## src/rtl/proc_debug_pkg.sv

```systemverilog
// Shared types for the processor run-control / trace unit.
// The trace entry carries register-write fields only when PROC_TRACE_REGWRITE_EN is defined.
package proc_debug_pkg;

  localparam int unsigned TRACE_XLEN = 64;
  localparam int unsigned INSTR_W    = 32;
  localparam int unsigned REG_W      = 5;
  localparam int unsigned CYCLE_W    = 32;
  localparam int unsigned CAUSE_W    = 2;

  typedef enum logic [1:0] {
    HOLD   = 2'd0,
    RUN    = 2'd1,
    HALTED = 2'd2
  } run_state_e;

  localparam logic [CAUSE_W-1:0] HC_NONE  = 2'b00;
  localparam logic [CAUSE_W-1:0] HC_LIMIT = 2'b01;
  localparam logic [CAUSE_W-1:0] HC_BP    = 2'b10;
  localparam logic [CAUSE_W-1:0] HC_STOP  = 2'b11;

  // Datapath fields are sized for the widest supported XLEN and zero-extended.
  typedef struct packed {
    logic [TRACE_XLEN-1:0] pc;
    logic [INSTR_W-1:0]    instr;
`ifdef PROC_TRACE_REGWRITE_EN
    logic                  we;
    logic [REG_W-1:0]      da;
    logic [TRACE_XLEN-1:0] data;
`endif
  } trace_entry_t;

endpackage

```

## src/rtl/trace_ring_buf.sv

```systemverilog
// DEPTH-entry circular trace store with saturating fill count, wrap flag and
// oldest-first read mapping. Storage itself is never reset.
module trace_ring_buf
  import proc_debug_pkg::*;
#(
  parameter  int unsigned DEPTH = 16,
  localparam int unsigned AW    = $clog2(DEPTH),
  localparam int unsigned CW    = AW + 1
) (
  input  logic          clk_i,
  input  logic          rst_ni,
  input  logic          wr_en_i,
  input  logic          clr_i,
  input  trace_entry_t  wr_entry_i,
  input  logic [AW-1:0] rd_idx_i,
  output logic [CW-1:0] count_o,
  output logic          wrapped_o,
  output trace_entry_t  rd_entry_o
);

  logic [AW-1:0] wr_ptr_q, wr_ptr_d;
  logic [CW-1:0] count_q, count_d;
  logic          wrapped_q, wrapped_d;
  logic          full;
  logic [AW-1:0] rd_phys;
  trace_entry_t  mem_q [DEPTH];

  assign full = (count_q == CW'(DEPTH));

  always_comb begin
    wr_ptr_d  = wr_ptr_q;
    count_d   = count_q;
    wrapped_d = wrapped_q;
    if (clr_i) begin
      wr_ptr_d  = '0;
      count_d   = '0;
      wrapped_d = 1'b0;
    end else if (wr_en_i) begin
      wr_ptr_d  = wr_ptr_q + AW'(1);
      count_d   = full ? count_q : count_q + CW'(1);
      wrapped_d = wrapped_q | full;
    end
  end

  always_ff @(posedge clk_i or negedge rst_ni) begin
    if (!rst_ni) begin
      wr_ptr_q  <= '0;
      count_q   <= '0;
      wrapped_q <= 1'b0;
    end else begin
      wr_ptr_q  <= wr_ptr_d;
      count_q   <= count_d;
      wrapped_q <= wrapped_d;
    end
  end

  always_ff @(posedge clk_i) begin
    if (wr_en_i && !clr_i) begin
      mem_q[wr_ptr_q] <= wr_entry_i;
    end
  end

  // Once wrapped, the write pointer addresses the oldest surviving entry.
  assign rd_phys    = (wrapped_q ? wr_ptr_q : AW'(0)) + rd_idx_i;
  assign rd_entry_o = (CW'(rd_idx_i) < count_q) ? mem_q[rd_phys] : '0;

  assign count_o   = count_q;
  assign wrapped_o = wrapped_q;

endmodule

```

## src/rtl/proc_run_trace.sv

```systemverilog
// Run-control and trace capture beside the single-cycle Processor: core reset
// pulse, run gating, halt on stop/breakpoint/cycle limit. Option: PROC_TRACE_REGWRITE_EN.
module proc_run_trace
  import proc_debug_pkg::*;
#(
  parameter  int unsigned XLEN         = 64,
  parameter  int unsigned DEPTH        = 16,
  parameter  int unsigned RESET_CYCLES = 1,
  localparam int unsigned AW           = $clog2(DEPTH),
  localparam int unsigned CW           = AW + 1
) (
  input  logic               clock,
  input  logic               reset,
  input  logic               start,
  input  logic               stop,
  input  logic [31:0]        max_cycles,
  input  logic               bp_en,
  input  logic [XLEN-1:0]    bp_pc,
  input  logic [XLEN-1:0]    pc,
  input  logic [31:0]        instr,
  input  logic               rf_we,
  input  logic [4:0]         rf_da,
  input  logic [XLEN-1:0]    rf_data,
  output logic               core_reset,
  output logic               core_run,
  output logic               halted,
  output logic [1:0]         halt_cause,
  output logic [31:0]        cycle_count,
  output logic [CW-1:0]      trace_count,
  output logic               trace_wrapped,
  input  logic [AW-1:0]      rd_idx,
  output logic [XLEN-1:0]    rd_pc,
  output logic [31:0]        rd_instr,
  output logic               rd_we,
  output logic [4:0]         rd_da,
  output logic [XLEN-1:0]    rd_data
);

  localparam int unsigned HOLD_W = (RESET_CYCLES > 1) ? $clog2(RESET_CYCLES) : 1;

  run_state_e           state_q, state_d;
  logic [HOLD_W-1:0]    hold_q, hold_d;
  logic [CYCLE_W-1:0]   cycle_q, cycle_d;
  logic [CAUSE_W-1:0]   cause_q, cause_d;
  logic                 rec, clr;
  logic                 bp_hit, lim_hit;
  trace_entry_t         wr_entry, rd_entry;

  assign bp_hit  = bp_en && (pc == bp_pc);
  assign lim_hit = (max_cycles != 32'd0) && ((cycle_q + 32'd1) == max_cycles);

  // Next-state, counters and halt priority (stop > breakpoint > limit).
  always_comb begin
    state_d = state_q;
    hold_d  = hold_q;
    cycle_d = cycle_q;
    cause_d = cause_q;
    rec     = 1'b0;
    clr     = 1'b0;
    unique case (state_q)
      HOLD: begin
        if (hold_q == HOLD_W'(RESET_CYCLES - 1)) begin
          state_d = RUN;
          hold_d  = '0;
        end else begin
          hold_d = hold_q + HOLD_W'(1);
        end
      end
      RUN: begin
        rec = 1'b1;
        if (cycle_q != '1) cycle_d = cycle_q + 32'd1;
        if (stop) begin
          state_d = HALTED;
          cause_d = HC_STOP;
        end else if (bp_hit) begin
          state_d = HALTED;
          cause_d = HC_BP;
        end else if (lim_hit) begin
          state_d = HALTED;
          cause_d = HC_LIMIT;
        end
      end
      HALTED: begin
        if (start) begin
          state_d = HOLD;
          hold_d  = '0;
          cycle_d = '0;
          cause_d = HC_NONE;
          clr     = 1'b1;
        end
      end
      default: state_d = HOLD;
    endcase
  end

  always_ff @(posedge clock or negedge reset) begin
    if (!reset) begin
      state_q <= HOLD;
      hold_q  <= '0;
      cycle_q <= '0;
      cause_q <= HC_NONE;
    end else begin
      state_q <= state_d;
      hold_q  <= hold_d;
      cycle_q <= cycle_d;
      cause_q <= cause_d;
    end
  end

  assign core_reset  = (state_q == HOLD);
  assign core_run    = (state_q == RUN);
  assign halted      = (state_q == HALTED);
  assign halt_cause  = cause_q;
  assign cycle_count = cycle_q;

  always_comb begin
    wr_entry       = '0;
    wr_entry.pc    = TRACE_XLEN'(pc);
    wr_entry.instr = instr;
`ifdef PROC_TRACE_REGWRITE_EN
    wr_entry.we    = rf_we;
    wr_entry.da    = rf_da;
    wr_entry.data  = TRACE_XLEN'(rf_data);
`endif
  end

  trace_ring_buf #(
    .DEPTH (DEPTH)
  ) u_ring (
    .clk_i      (clock),
    .rst_ni     (reset),
    .wr_en_i    (rec),
    .clr_i      (clr),
    .wr_entry_i (wr_entry),
    .rd_idx_i   (rd_idx),
    .count_o    (trace_count),
    .wrapped_o  (trace_wrapped),
    .rd_entry_o (rd_entry)
  );

  assign rd_pc    = XLEN'(rd_entry.pc);
  assign rd_instr = rd_entry.instr;

`ifdef PROC_TRACE_REGWRITE_EN
  assign rd_we   = rd_entry.we;
  assign rd_da   = rd_entry.da;
  assign rd_data = XLEN'(rd_entry.data);
`else
  // Register-write inputs are not captured in this build.
  logic unused_rf;
  assign unused_rf = ^{rf_we, rf_da, rf_data};
  assign rd_we     = 1'b0;
  assign rd_da     = '0;
  assign rd_data   = '0;
`endif

endmodule

```

## config.mk

```make
export PLATFORM = sky130hd
export DESIGN_NAME = proc_run_trace
export DESIGN_NICKNAME = d
export VERILOG_FILES = /design/src/rtl/proc_debug_pkg.sv /design/src/rtl/trace_ring_buf.sv /design/src/rtl/proc_run_trace.sv
export SDC_FILE = /design/constraint.sdc
export NUM_CORES = 1
export LEC_CHECK = 0
export BUFFER_PORTS_ARGS = -buffer_cell sky130_fd_sc_hd__buf_2
export CORE_UTILIZATION = 35
export DETAILED_ROUTE_END_ITERATION = 10
export HOLD_SLACK_MARGIN = 0.1
export PLACE_DENSITY_LB_ADDON = 0.08
export SYNTH_ARGS = -nofsm -noshare
export SYNTH_HDL_FRONTEND = slang
export SYNTH_HIERARCHICAL = 1
export SYNTH_SLANG_ARGS = --single-unit
```

## constraint.sdc

```tcl
create_clock -name clock -period 14.35 [get_ports clock]
set_input_delay 0 -clock clock [delete_from_list [all_inputs] [get_ports clock]]
set_output_delay 0 -clock clock [all_outputs]
set_load 0.02 [all_outputs]
```

==> metrics.txt <==
sequential share of the synthesized area=0.720; IO buf count=339; flops & latches, synth=1,582; cts bufs inserted=180; number of synthesized flops with an enable pin=1,536; worst relative slew slack=0.167; total power=0.0135 W; DR vias=37,500; Layout Cells excl Fill=7,137; Root Buffer=clkbuf_16; switching power total=0.00438 W; Arr. time, crit path=6560 ps; Util after Layout=0.414; DR top layer=met5; Critical Path Sink Type=primary output; Critical R2R Capture=halt_cause[1]; post-route setup TNS=0 ps; Yosys warnings=6; # resized after CTS=0; Combinational Power Share=0.269; 1st-pass router iterations=5; Post-Syn Area=65,700 um2; CTS tree=yes; met3 WL=6680 um; Bufs and invs on worst path=4; Placer Congestion=0.772; outcome=complete, no violations; GRT Util Overall=0.205; commonest non-fill, non-tap cell in the layout=edfxtp_1; filler instances=17,100; hold path startpoint=pc[25]; Synth Flop Type=edfxtp_1; global route overflow=0; largest net degree at the start of global routing=144; Hold Vio Cnt, Final=0; Slowest-stage cell, CP=fa_4; type of the worst min-delay path=primary input to flip-flop; WP depth=10; vias per cell=5.25; Fmax achieved=152 MHz; Tightest Pin Transition=1240 ps; cell internal pwr=0.00911 W; Die Span X=435 um; worst reg2reg startpoint=cycle_count[5]; Wirelength per Cell=27.6 um; crit share post-route=0.457; Clk pwr share=0.324; CTS Sinks=1,582; Static Leak=26.3 nW; vias in the first global route=37,900; starting density of the core=0.353; Setup violations, final=0; R2R depth=11; chip height=435 um; Setup CP Type=flip-flop to primary output; Antenna Nets Post-Route=0; Largest stage delay, worst path=1330 ps; Clock Latency Late Sink=810 ps; RSZ-0062 raised after global routing=no; first-pass GRT wire length=279,000 um; Seq pwr share=0.407; Max VDD drop=0.103 mV; Clock Skew=21.9 ps; Sw Ratio=0.325; dpl hpwl=107,000 um; CTS Buffer Depth=3; htree depth=4; most frequent cells in the layout=1,536 x edfxtp_1, 401 x nand3_1, 388 x mux2i_1; layout cells sized above 1=0.242; cell family with most CP delay=buffers and inverters; Placed Cells=6,638; met2 wire len=99,900 um; Worst R2R Setup Slack=9210 ps; critical path, cell by cell=and2_1 -> ha_4 -> fa_4 -> buf_12 -> buf_4 -> buf_4 -> mux2_2 -> o22ai_1 -> o32ai_2 -> buf_2; final worst path period need=6560 ps; Post-Syn Instances=4,001; CTS clock-pin slew for the worst setup and hold paths=60 ps; Post-Route WL=197,000 um; Mean Syn Cell Area=16.4 um2; First DRT Iteration DRCs=2,412; Core Area=186,000 um2; fin. max-slew vios=0; critical path startpoint category=flip-flop; io pins=480; number of distinct library cells after synthesis=77; Worst Setup EP=rd_pc[31]; Area Overhead vs Synth=17.3%; nets@finish=4,791; initial antenna violation count=16; row count=158; # DRC=0; die area=189,000 um2; Metal-1 WL=84,800 um; start point of the critical path=u_ring/wr_ptr_q[0]; Crit path top cell by count=buf_4; critical path fanouts, max=139; CP required=14,350 ps; max-cap violations=0; Power Dens Cells=175 nW/um2; FFs w/ async S/R, synth=0.0291
[how the worst min path moves through the flow]
stage | endpoint | slack [ps] | cells past startpoint
final | u_ring/mem_q[5][57] | 160 | 2
after CTS | u_ring/mem_q[5][83] | 100 | 2
after floorplan | cycle_count[0] | -300 | 0
after global routing | u_ring/mem_q[5][83] | 140 | 2
after detailed placement | cycle_count[10] | 170 | 2
after global placement | cycle_count[10] | 170 | 2
[state kept, by name, summed over array words and instances, names as in the netlist]
| register | count |
|---|---|
| u_ring/wrapped_o | 1 |
| halt_cause | 2 |
| u_ring/wr_ptr_q | 4 |
| u_ring/mem_q | 1536 |
| u_ring/count_o | 5 |
| state_q | 2 |
| cycle_count | 32 |
[timing repair]
action	in CTS	in global routing
setup buffers	0	0
hold buffers	163	0
endpoints found under the hold margin	1597	0
endpoints found under the setup margin	0	0
[through the flow]
step           cell area, um2  setup slack (ps)  hold WS, ps
2_1_floorplan           66000              5630         -296
3_3_place_gp            69800              8600          172
3_5_place_dp            69800              8580          172
4_1_cts                 77100              7690          100
5_1_grt                 77100              7490          140
6_report                77100              7790          161
[synth_stat cells, types with 45 or more instances]
master	n	share of area
o32ai_1	66	0.0088
o21ai_0	45	0.0034
dfrtp_1	46	0.018
mux2_2	377	0.065
buf_2	108	0.0082
clkbuf_1	103	0.0059
edfxtp_1	1536	0.70
mux2i_1	388	0.059
nor2_1	53	0.0030
xnor2_1	72	0.0096
nand4_1	132	0.013
o22ai_1	197	0.019
buf_4	105	0.012
nand3_1	401	0.031
[logic make-up (layout without fill, tap and decap cells)]
group / Yosys count / after routing / share of synthesized area
compound gates: 425 / 425 / 0.0487
xor+xnor: 98 / 98 / 0.0132
fa+ha+maj: 17 / 17 / 0.00335
buf+inv: 370 / 952 / 0.0299
flops: 1582 / 1582 / 0.720
mux: 772 / 772 / 0.125
other cells: 1 / 75 / 0.0000571
simple gates: 736 / 736 / 0.0603
[final cells by class]
cell class | count | area, um2 | share of cell area
multi-input cells | 2118 | 16900 | 0.220
diodes | 5 | 12.5 | 0.000162
clock buffers | 234 | 4740 | 0.0615
well taps | 2480 | 3100 | 0.0403
flip-flops and latches | 1582 | 47300 | 0.613
repair buffers | 590 | 4040 | 0.0524
clock inverters | 97 | 843 | 0.0109
inverters | 31 | 124 | 0.00161
[worst register-to-register path: cells and delay by family, from the launching register on]
kind / cells / cell delay (ps)
simple gates: 6 / 2170
compound gates: 2 / 420
flops: 1 / 670
buf+inv: 3 / 1750
[metal layers]
layer  up-vias  global-route usage
met3       261              0.0288
met4        10              0.0680
li1      16900                   -
met2       718               0.356
met5         -                   0
met1     19600               0.262
[power by group through the flow]
| stage | combinational [W] | clock, W | sequential [W] |
|---|---|---|---|
| after floorplan | 0.00231 | 0 | 0.00563 |
| after global placement | 0.00364 | 0 | 0.00558 |
| after detailed placement | 0.00364 | 0 | 0.00559 |
| after CTS | 0.00370 | 0.00449 | 0.00550 |
| after global routing | 0.00387 | 0.00466 | 0.00552 |
| final | 0.00362 | 0.00437 | 0.00550 |
(Power assumes the default switching activity.)
